File: src/rtl/pipe_pkg.sv
// Shared constants and types for the IF/ID pipeline stage.
package pipe_pkg;
    localparam int          PIPE_XLEN = 32;
    localparam logic [31:0] PIPE_NOP  = 32'h0000_0013;

    typedef enum logic [1:0] {ST_EMPTY, ST_FULL, ST_SKID} stage_state_e;

    typedef struct packed {
        logic [PIPE_XLEN-1:0] instr;
        logic [PIPE_XLEN-1:0] pc;
        logic [PIPE_XLEN-1:0] pc_plus4;
    } payload_t;
endpackage

File: src/rtl/pipe_slot.sv
// One payload register {instr, pc, pc+4} with valid bit, load enable and clear-to-NOP.
module pipe_slot
    import pipe_pkg::*;
#(
    parameter int              XLEN      = PIPE_XLEN,
    parameter logic [XLEN-1:0] NOP_INSTR = XLEN'(PIPE_NOP)
) (
    input  logic              i_clk,
    input  logic              i_rst,
    input  logic              i_clr,
    input  logic              i_ld,
    input  logic [3*XLEN-1:0] i_d,
    output logic [3*XLEN-1:0] o_q,
    output logic              o_vld
);
    // An empty slot always holds the NOP pattern so outputs need no masking.
    localparam logic [3*XLEN-1:0] EMPTY_VAL = {NOP_INSTR, {(2*XLEN){1'b0}}};

    logic              r_vld;
    logic [3*XLEN-1:0] r_data;

    always_ff @(posedge i_clk) begin
        if (i_rst || i_clr) begin
            r_vld  <= 1'b0;
            r_data <= EMPTY_VAL;
        end else if (i_ld) begin
            r_vld  <= 1'b1;
            r_data <= i_d;
        end
    end

    assign o_q   = r_data;
    assign o_vld = r_vld;
endmodule

File: src/rtl/if_id_stage.sv
// IF/ID pipeline register with valid/ready handshake, flush-to-NOP, optional skid
// entry and a saturating stall-cycle counter.
module if_id_stage
    import pipe_pkg::*;
#(
    parameter int              XLEN      = PIPE_XLEN,
    parameter logic [XLEN-1:0] NOP_INSTR = XLEN'(PIPE_NOP),
    parameter bit              SKID      = 1'b1,
    parameter int              CNT_W     = 16
) (
    input  logic             clk,
    input  logic             rst,
    input  logic             flush,
    input  logic             in_valid,
    output logic             in_ready,
    input  logic [XLEN-1:0]  instruction_in,
    input  logic [XLEN-1:0]  pc_in,
    input  logic [XLEN-1:0]  pc_plus4_in,
    output logic             out_valid,
    input  logic             out_ready,
    output logic [XLEN-1:0]  instruction_out,
    output logic [XLEN-1:0]  pc_out,
    output logic [XLEN-1:0]  pc_plus4_out,
    output logic [CNT_W-1:0] stall_cnt
);
    stage_state_e      r_state, w_state_nxt;
    logic [CNT_W-1:0]  r_stall_cnt;
    logic [3*XLEN-1:0] w_in_data, w_main_d, w_main_q, w_skid_q;
    logic              w_main_vld, w_skid_vld;
    logic              w_accept, w_drain;
    logic              w_main_ld, w_main_clr, w_main_src_skid;
    logic              w_skid_ld, w_skid_clr;

    assign w_in_data = {instruction_in, pc_in, pc_plus4_in};
    assign w_accept  = in_valid && in_ready;
    assign w_drain   = w_main_vld && out_ready;
    assign w_main_d  = w_main_src_skid ? w_skid_q : w_in_data;

    always_ff @(posedge clk) begin
        if (rst) r_state <= ST_EMPTY;
        else     r_state <= w_state_nxt;
    end

    always_comb begin
        w_state_nxt = r_state;
        case (r_state)
            ST_EMPTY: if (w_accept) w_state_nxt = ST_FULL;
            ST_FULL: begin
                if (w_accept && !w_drain)      w_state_nxt = ST_SKID;
                else if (!w_accept && w_drain) w_state_nxt = ST_EMPTY;
            end
            ST_SKID:  if (w_drain) w_state_nxt = ST_FULL;
            default:  w_state_nxt = ST_EMPTY;
        endcase
        if (flush) w_state_nxt = ST_EMPTY;
    end

    always_comb begin
        w_main_ld       = 1'b0;
        w_main_clr      = 1'b0;
        w_main_src_skid = 1'b0;
        w_skid_ld       = 1'b0;
        w_skid_clr      = 1'b0;
        if (flush) begin
            w_main_clr = 1'b1;
            w_skid_clr = 1'b1;
        end else begin
            case (r_state)
                ST_EMPTY: w_main_ld = w_accept;
                ST_FULL: begin
                    w_main_ld  = w_accept && w_drain;
                    w_skid_ld  = w_accept && !w_drain;
                    w_main_clr = !w_accept && w_drain;
                end
                ST_SKID: begin
                    w_main_src_skid = 1'b1;
                    w_main_ld       = w_drain;
                    w_skid_clr      = w_drain;
                end
                default: ;
            endcase
        end
    end

    pipe_slot #(.XLEN(XLEN), .NOP_INSTR(NOP_INSTR)) u_main (
        .i_clk (clk),
        .i_rst (rst),
        .i_clr (w_main_clr),
        .i_ld  (w_main_ld),
        .i_d   (w_main_d),
        .o_q   (w_main_q),
        .o_vld (w_main_vld)
    );

    // With a skid entry in_ready comes straight from a flop, cutting the out_ready path.
    if (SKID) begin : g_skid
        pipe_slot #(.XLEN(XLEN), .NOP_INSTR(NOP_INSTR)) u_skid (
            .i_clk (clk),
            .i_rst (rst),
            .i_clr (w_skid_clr),
            .i_ld  (w_skid_ld),
            .i_d   (w_in_data),
            .o_q   (w_skid_q),
            .o_vld (w_skid_vld)
        );
        assign in_ready = !w_skid_vld;
    end else begin : g_noskid
        assign w_skid_q   = '0;
        assign w_skid_vld = 1'b0;
        assign in_ready   = !w_main_vld || out_ready;
    end

    always_ff @(posedge clk) begin
        if (rst)
            r_stall_cnt <= '0;
        else if (w_main_vld && !out_ready && (r_stall_cnt != {CNT_W{1'b1}}))
            r_stall_cnt <= r_stall_cnt + 1'b1;
    end

    assign out_valid                                = w_main_vld;
    assign {instruction_out, pc_out, pc_plus4_out}  = w_main_q;
    assign stall_cnt                                = r_stall_cnt;
endmodule

File: config.mk
export PLATFORM = sky130hd
export DESIGN_NAME = if_id_stage
export DESIGN_NICKNAME = d
export VERILOG_FILES = /design/src/rtl/pipe_pkg.sv /design/src/rtl/pipe_slot.sv /design/src/rtl/if_id_stage.sv
export SDC_FILE = /design/constraint.sdc
export NUM_CORES = 1
export LEC_CHECK = 0
export ABC_AREA = 1
export BUFFER_PORTS_ARGS = -buffer_cell sky130_fd_sc_hd__buf_2
export CORE_MARGIN = 2
export CORE_UTILIZATION = 50
export DETAILED_ROUTE_END_ITERATION = 10
export PLACE_DENSITY = 0.83
export SLEW_MARGIN = 0
export SYNTH_ARGS = -nofsm -noshare
export SYNTH_HDL_FRONTEND = slang
export SYNTH_HIERARCHICAL = 1
export SYNTH_SLANG_ARGS = --single-unit
File: constraint.sdc
create_clock -name clk -period 1.77 [get_ports clk]
set_input_delay 0 -clock clk [delete_from_list [all_inputs] [get_ports clk]]
set_output_delay 0 -clock clk [all_outputs]
set_load 0.01 [all_outputs]
==> run summary, run 1 <==
Status = complete, no violations
Ant diodes = 0
H-tree levels = 1
Via density = 4.79
Largest net degree at the start of global routing = 98
Post-synth top area share = 41.1%
DR WL met2 = 14100 um
Post-DP Area = 11600 sq um
Clock latency on the worst-skew pair = 0.50 ns
Fmax = 575 MHz
Vias in the first global route = 9689
Per-instance average area after synthesis = 6.84 sq um
Critical Path Most Common Cell = nand2_1
Post-route DRC = 0
Clock skew = 0.00789 ns
Placer Congestion = 0.895
Crit path DAT = 2.16 ns
Post-synthesis cell type count = 29
Crit. End Element = register
Fin Setup TNS = 0 ns
Cell taking the most area after synthesis = dfxtp_1
HPWL after DPL = 15800 um
Die Wd = 148 um
Via count = 9978
Fin crit share = 98.2%
FF+latch count, synth = 212
DRT Pass-1 Iters = 6
Crit path max-delay family = simple AND/OR/NAND/NOR gates
Setup CP Type = register to register
DR iter-0 viols = 455
Routed Antenna Nets = 0
Relative slew slack = 66.7%
Final non-filler cell area = 13500 sq um
MaxCap Viol Count = 0
Synthesized area = 10300 sq um
DR WL/cell = 13.3 um
Nets@finish = 1902
Slowest CP cell = dfxtp_1
Final core occ = 66.7%
Synth top area cells = dfxtp_1 (41%), nand2_1 (16%), nor2_1 (15%)
CTS Root Cell = clkbuf_16
Global route overflow = 0
Hold/Removal Path Class = input pin to register
Seq/Total Area, Yosys = 41.1%
Pleak = 6.65 nW
Wl on met1 = 11300 um
CP startpoint kind = register
Synth Flop Type = dfxtp_1
Ys async rst share = 0%
Core area = 20200 sq um
DIE AREA = 21800 sq um
Max FO, Critical Path = 47
Share of layout cells above drive strength 1 = 21.6%
Syn Inst Count = 1509
CP Cell Sequence = nand2_1 > inv_1 > a22oi_2 > nor2_4 > buf_12 > clkbuf_16 > nand2_1 > nand2_1 > nor2_1
Worst path max stage delay = 0.33 ns
Initial Utilization = 51.0%
# IOs = 215
Fin Hold WS = 0.296 ns
Top sig layer = met4
Final WL = 27700 um
Worst VDD drop = 0.000691 V
Synth warn = 6
Num CTS Buffers = 24
WL met3 = 1520 um
Port bufs = 214
Bufs on Longest Clock Path = 3
Post-Syn Nets = 1611
GR Util All Layers = 23.8%
CTS sink cnt = 212
Period minus WS final = 1.74 ns
Clock Pin Slew Worst Setup and Hold Paths = 0.06 ns
First-pass GRT wire length = 44100 um
Initial antenna violation count = 0
FP Rows = 52
Die height = 148 um
Buf+Inv Stages, Crit Path = 3
Final Hold Fails = 0
Area grow syn2layout = 30.7%
Max-slew violations = 0
CTS tree = yes
CP required = 2.19 ns
Post-synth EDFFs = 0
Worst-margin pin slew = 0.499 ns
Power density over the cells = 818 nW/um^2
Setup violators final = 0
-- cell usage after synthesis (all sizes together) (2+ instances only) --
master,number
nand2,435
buf,74
nand3,21
a21oi,8
nand4,3
inv,215
o21ai,6
nor3,4
dfxtp,212
nor2,426
mux2,96
o21a,2
-- report_power, final --
group	switching [mW]	internal (mW)	leakage (nW)	total, mW
registers	0.0559	4.87	1.72	4.93
logic	0.684	0.635	4.55	1.32
clock network	1.92	2.87	0.383	4.79
-- flip-flops by register name, indices dropped and copies added, names as in the netlist --
register             count
g_skid.u_skid/o_vld      1
stall_cnt               16
u_main/o_q              96
u_main/o_vld             1
r_state                  2
g_skid.u_skid/o_q       96
-- through the flow --
| step | worst slack (ns) | power (mW) | instances |
|---|---|---|---|
| 2_1_floorplan | 0.282 | 5.75 | 1509 |
| 3_3_place_gp | 0.152 | 6.07 | 1939 |
| 3_5_place_dp | 0.0700 | 6.10 | 1939 |
| 4_1_cts | 0.0478 | 11.1 | 2079 |
| 5_1_grt | -0.0620 | 11.5 | 2084 |
| 6_report | 0.0315 | 11.0 | 2084 |
-- cell usage in the layout, fill, tap and decap left out, types with 3 or more instances in the layout --
cell	count
mux2_4	40
nor3_1	3
nand2_1	431
dlygate4sd3_1	100
clkbuf_8	4
buf_12	11
buf_4	7
o21ai_0	4
nor2_1	417
buf_2	214
mux2_2	56
clkbuf_1	3
clkinv_2	6
nand3_1	20
dfxtp_1	212
clkbuf_16	29
a21oi_1	8
nor2_4	8
inv_1	213
nand2_2	3
-- cell type report --
cell class	instances	area, sq um
clock buffers	32	692
multi-input cells	1008	4860
repair buffers	339	2490
well taps	270	338
clock inverters	8	68.8
flip-flops and latches	212	4240
fillers	1554	6740
inverters	215	807
-- final timing paths --
check,cells past startpoint,slack [ns],startpoint,to
setup / recovery,9,0.03,u_main/o_vld$_SDFFE_PP0P_,u_main/o_q[2]$_SDFFE_PP0P_
hold / removal,4,0.30,instruction_in[4],g_skid.u_skid/o_q[68]$_SDFFE_PP1P_
setup reg to reg,9,0.03,u_main/o_vld$_SDFFE_PP0P_,u_main/o_q[2]$_SDFFE_PP0P_
hold reg to reg,2,0.47,g_skid.u_skid/o_q[64]$_SDFFE_PP1P_,g_skid.u_skid/o_q[64]$_SDFFE_PP1P_
-- cell families after synthesis --
| family | share of synthesized area [%] |
|---|---|
| flip-flops | 41.1 |
| AND/OR/NAND/NOR | 33.7 |
| adder cells (fa/ha/maj) | 0.121 |
| buffers and inverters | 12.2 |
| AO/OA/AOI/OAI | 0.969 |
| multiplexers | 11.9 |
-- timing repair --
action	in CTS	in global routing
endpoints found under the setup margin	0	89
setup buffers	0	1
resized for setup	0	12
endpoints found under the hold margin	197	0
hold buffers	100	0
-- worst register-to-register path, cell delays in order (launching register included) --
cell and delay, ns:
dfxtp_1 0.33, nand2_1 0.14, inv_1 0.09, a22oi_2 0.26, nor2_4 0.07, buf_12 0.14
clkbuf_16 0.21, nand2_1 0.17, nand2_1 0.07, nor2_1 0.17
-- layer usage --
layer  GRT usage, %  vias up
met5              0        -
met4           8.75        0
met3           3.73       78
met2           43.4      328
met1           28.2     4550
li1               -     5022
(Power assumes the default switching activity.)
==> inputs of run 2 (changes only) <==
==> constraint.sdc (replaced) <==
create_clock -name clk -period 2 [get_ports clk]
set_input_delay 0 -clock clk [delete_from_list [all_inputs] [get_ports clk]]
set_output_delay 0 -clock clk [all_outputs]
set_load 0.01 [all_outputs]
==> run summary, run 2 (same netlist as run 1, synthesis figures left out) <==
Status = complete, no violations
Max-slew violations = 0
Sequential share of power = 45.0%
Initial antenna violation count = 0
CP startpoint kind = register
Largest net degree at the start of global routing = 103
Clk pwr share = 43.4%
Crit path DAT = 2.16 ns
Max FO, Critical Path = 37
Power density over the cells = 730 nW/um^2
Final non-filler cell area = 13300 sq um
Switching share of power = 24.6%
Period minus WS final = 1.76 ns
Area grow syn2layout = 28.5%
DRT Pass-1 Iters = 5
FF-to-FF path depth = 10
Port bufs = 214
FP Rows = 52
Power share of the combinational group = 11.6%
Via count = 9871
CTS sink cnt = 212
Nets@finish = 1894
Clock skew = 0.00945 ns
Core area = 20200 sq um
Die Wd = 148 um
Critical Path Most Common Cell = nand2_1
Worst path max stage delay = 0.32 ns
Bufs on Longest Clock Path = 3
Die height = 148 um
Num CTS Buffers = 24
Via density = 4.75
Final Hold Fails = 0
CTS Root Cell = clkbuf_16
CP Cell Sequence = inv_1 > nand2_1 > inv_2 > nand2_4 > buf_12 > mux2_4 > inv_1 > nand2_1 > nand2_1 > nor2_1
Placer Congestion = 0.866
First-pass GRT wire length = 43500 um
Fin Hold WS = 0.283 ns
Pleak = 6.55 nW
Fmax = 567 MHz
Post-DP Area = 11500 sq um
CP required = 2.39 ns
WHS Path Cells = 4
Initial Utilization = 51.0%
Share of layout cells above drive strength 1 = 21.1%
MaxCap Viol Count = 0
CTS tree = yes
Clock Pin Slew Worst Setup and Hold Paths = 0.06 ns
Filler cells = 1577
Post-CTS setup buffers = 0
Final WL = 26800 um
Unrepaired setup endpoints after global routing = false
Worst-margin pin slew = 0.573 ns
Routed Antenna Nets = 0
DIE AREA = 21800 sq um
# IOs = 215
Most common cell after layout, fill and taps aside = nand2_1
DR WL/cell = 12.9 um
Clock latency on the worst-skew pair = 0.51 ns
Slowest CP cell = dfxtp_1
GR Util All Layers = 23.6%
Post-route DRC = 0
Fin crit share = 88.2%
Ant diodes = 0
Setup CP Type = register to register
Setup violators final = 0
H-tree levels = 1
Fin Setup TNS = 0 ns
Most frequent cells in the layout = nand2_1 (431), nor2_1 (417), buf_2 (214), inv_1 (213), dfxtp_1 (212)
Register area = 4240 sq um
Global route overflow = 0
Sw Pwr = 2.38 mW
Int Pwr = 7.31 mW
Crit. End Element = register
Hold/Removal Path Class = input pin to register
Worst VDD drop = 0.000584 V
HPWL after DPL = 15300 um
DR iter-0 viols = 451
Vias in the first global route = 9666
Relative slew slack = 61.8%
Area occupied by multi-input gates = 4840 sq um
[run 2: per-layer routing]
layer | track usage (%) | wire length, um | up-vias
li1 | - | - | 5014
met1 | 26.9 | 10800 | 4474
met2 | 44.4 | 13700 | 304
met3 | 3.73 | 1400 | 79
met4 | 8.56 | 899 | 0
met5 | 0 | 0 | -
[run 2: path summary, 6_finish.rpt]
check / from / endpoint / slack, ns
worst min-delay path: instruction_in[0] / g_skid.u_skid/o_q[64]$_SDFFE_PP1P_ / 0.28
worst max register to register: r_state[0]$_SDFFE_PP0P_ / u_main/o_q[67]$_SDFFE_PP0P_ / 0.24
worst max-delay path: r_state[0]$_SDFFE_PP0P_ / u_main/o_q[67]$_SDFFE_PP0P_ / 0.24
worst min register to register: g_skid.u_skid/o_q[64]$_SDFFE_PP1P_ / g_skid.u_skid/o_q[64]$_SDFFE_PP1P_ / 0.47
[run 2: timing repair]
action	in CTS	in global routing
hold buffers	100	0
resized for setup	0	0
hold endpoints to repair	197	0
endpoints found under the setup margin	0	0
[run 2: power by group through the flow]
stage | clock [mW] | sequential (mW) | combinational [mW]
6_report | 4.21 | 4.36 | 1.13
4_1_cts | 4.29 | 4.36 | 1.09
3_3_place_gp | 0 | 4.45 | 0.905
5_1_grt | 4.46 | 4.37 | 1.25
2_1_floorplan | 0 | 4.48 | 0.615
3_5_place_dp | 0 | 4.45 | 0.931
[run 2: area by class of cell]
cell class / count / share of cell area (%)
Clock buffer: 35 / 5.37
Multi-Input combinational cell: 1008 / 36.5
Inverter: 215 / 6.08
Tap cell: 270 / 2.55
Sequential cell: 212 / 32.0
Clock inverter: 7 / 0.302
Timing Repair Buffer: 331 / 17.2
[run 2: worst max-delay path, delay by kind of cell, from the launching register on]
| kind | cells | cell delay (ns) |
|---|---|---|
| AND/OR/NAND/NOR | 5 | 0.51 |
| multiplexers | 1 | 0.32 |
| flip-flops | 1 | 0.32 |
| buffers and inverters | 4 | 0.47 |
[run 2: through the flow]
stage	utilization (%)	power, mW	setup slack (ns)	std cells
2_1_floorplan	-	5.09	0.512	1509
3_3_place_gp	56.9	5.35	0.355	1936
3_5_place_dp	56.9	5.38	0.313	1936
4_1_cts	65.6	9.74	0.290	2078
5_1_grt	65.6	10.1	0.106	2078
6_report	65.6	9.69	0.236	2078
==> inputs of run 3 (changes only) <==
--- a/config.mk
+++ b/config.mk
@@ -7,10 +7,13 @@
 export LEC_CHECK = 0
 export ABC_AREA = 1
 export BUFFER_PORTS_ARGS = -buffer_cell sky130_fd_sc_hd__buf_2
+export CELL_PAD_IN_SITES_DETAIL_PLACEMENT = 1
+export CELL_PAD_IN_SITES_GLOBAL_PLACEMENT = 1
 export CORE_MARGIN = 2
-export CORE_UTILIZATION = 50
+export CORE_UTILIZATION = 42
+export CTS_CLUSTER_DIAMETER = 30
 export DETAILED_ROUTE_END_ITERATION = 10
-export PLACE_DENSITY = 0.83
+export PLACE_DENSITY = 0.95
 export SLEW_MARGIN = 0
 export SYNTH_ARGS = -nofsm -noshare
 export SYNTH_HDL_FRONTEND = slang
==> run summary, run 3 (same netlist as run 1, synthesis figures left out) <==
Vias in the first global route = 12900
Die Wd = 161 um
Fin Hold WS = 0.312 ns
Unrepaired setup endpoints after global routing = true
Crit. End Element = register
Post-route DRC = 0
Initial Utilization = 42.6%
Crit path DAT = 2.43 ns
Via density = 5.18
WHS Path Cells = 6
Global route overflow = 0
Power density over the cells = 1050 nW/um^2
Relative slew slack = 68.4%
DRT Pass-1 Iters = 4
Fmax = 505 MHz
FP Rows = 57
Most frequent cells in the layout = nand2_1 (431), nor2_1 (417), buf_2 (214), inv_1 (213), dfxtp_1 (212)
Final core occ = 61.1%
Bufs on Longest Clock Path = 3
Pleak = 7.26 nW
Setup WS pre-CTS = 0.232 ns
CTS sink cnt = 212
Worst path max stage delay = 0.37 ns
DR WL/cell = 21.7 um
Final Hold Fails = 0
Max FO, Critical Path = 85
Core area = 24200 sq um
CP Cell Sequence = nand2_1 > inv_1 > nand2_1 > o21ai_0 > nor2_4 > buf_12 > nand2_1 > nor2_1
Final WL = 47800 um
Initial antenna violation count = 5
Max-slew violations = 0
Num CTS Buffers = 56
CTS Root Cell = clkbuf_16
Clock latency on the worst-skew pair = 0.56 ns
# IOs = 215
DIE AREA = 25900 sq um
Placer Congestion = 0.828
Clock Pin Slew Worst Setup and Hold Paths = 0.05 ns
Fin crit share = 99.0%
Setup violators final = 0
Clock skew = 0.0131 ns
DR iter-0 viols = 745
Slowest CP cell = buf_12
Total power = 15.6 mW
First-pass GRT wire length = 71400 um
CTS tree = yes
Hold/Removal Path Class = input pin to register
Area grow syn2layout = 43.5%
Routed Antenna Nets = 0
Largest net degree at the start of global routing = 86
Period minus WS final = 1.98 ns
Nets@finish = 1935
Via count = 11400
Critical Path Most Common Cell = nand2_1
Setup CP Type = register to register
MaxCap Viol Count = 0
CP startpoint kind = register
Port bufs = 214
FF-to-FF path depth = 8
Status = complete, no violations
Share of layout cells above drive strength 1 = 23.9%
HPWL after DPL = 20600 um
H-tree levels = 2
Die height = 161 um
Most common cell after layout, fill and taps aside = nand2_1
CP required = 2.46 ns
Worst VDD drop = 0.000739 V
GR Util All Layers = 35.3%
Worst Slack Setup Final = 0.0204 ns
Worst-margin pin slew = 0.473 ns
==> run 3: per-layer routing <==
layer	global-route usage [%]	vias up	share of wire, %
met4	22.4	2	6.4
met5	0	-	0.027
li1	-	5114	-
met2	66.9	532	52
met3	6.87	232	5.5
met1	35.1	5546	36
==> run 3: repair_timing <==
item / CTS / global route
endpoints found under the hold margin: 191 / 0
hold buffers: 100 / 0
resized for setup: 0 / 1
setup buffers: 0 / 5
setup endpoints to repair: 0 / 18
==> run 3: area by class of cell <==
| cell class | count | area [sq um] |
|---|---|---|
| Timing Repair Buffer | 340 | 2470 |
| Clock inverter | 26 | 419 |
| Fill cell | 3044 | 9430 |
| Clock buffer | 76 | 1610 |
| Tap cell | 324 | 405 |
| Multi-Input combinational cell | 1008 | 4850 |
| Antenna cell | 5 | 12.5 |
| Inverter | 215 | 807 |
| Sequential cell | 212 | 4240 |
==> run 3: per-stage QoR <==
step                cells  setup TNS (ns)  area, sq um
floorplan            1509               0        10300
global placement     1993               0        11700
detailed placement   1993               0        11700
CTS                  2195               0        14700
global route         2205          -0.161        14800
finish               2206               0        14800
==> run 3: worst max-delay path, delay by kind of cell, from the launching register on <==
kind	cells	cell delay (ns)
buffers and inverters	2	0.47
AND/OR/NAND/NOR	5	0.84
flip-flops	1	0.33
AO/OA/AOI/OAI	1	0.15
==> run 3: power breakdown <==
| group | leakage [nW] | internal, mW | switching, mW |
|---|---|---|---|
| clock | 0.999 | 6.87 | 2.98 |
| sequential | 1.72 | 4.32 | 0.0652 |
| combinational | 4.55 | 0.567 | 0.761 |
| total | 7.26 | 11.8 | 3.81 |
==> run 3: path summary, 6_finish.rpt <==
kind	startpoint	end	slack [ns]
setup reg to reg	u_main/o_vld$_SDFFE_PP0P_	u_main/o_q[7]$_SDFFE_PP0P_	0.02
setup / recovery	u_main/o_vld$_SDFFE_PP0P_	u_main/o_q[7]$_SDFFE_PP0P_	0.02
hold reg to reg	g_skid.u_skid/o_q[27]$_SDFFE_PP0P_	g_skid.u_skid/o_q[27]$_SDFFE_PP0P_	0.48
hold / removal	pc_plus4_in[27]	g_skid.u_skid/o_q[27]$_SDFFE_PP0P_	0.31
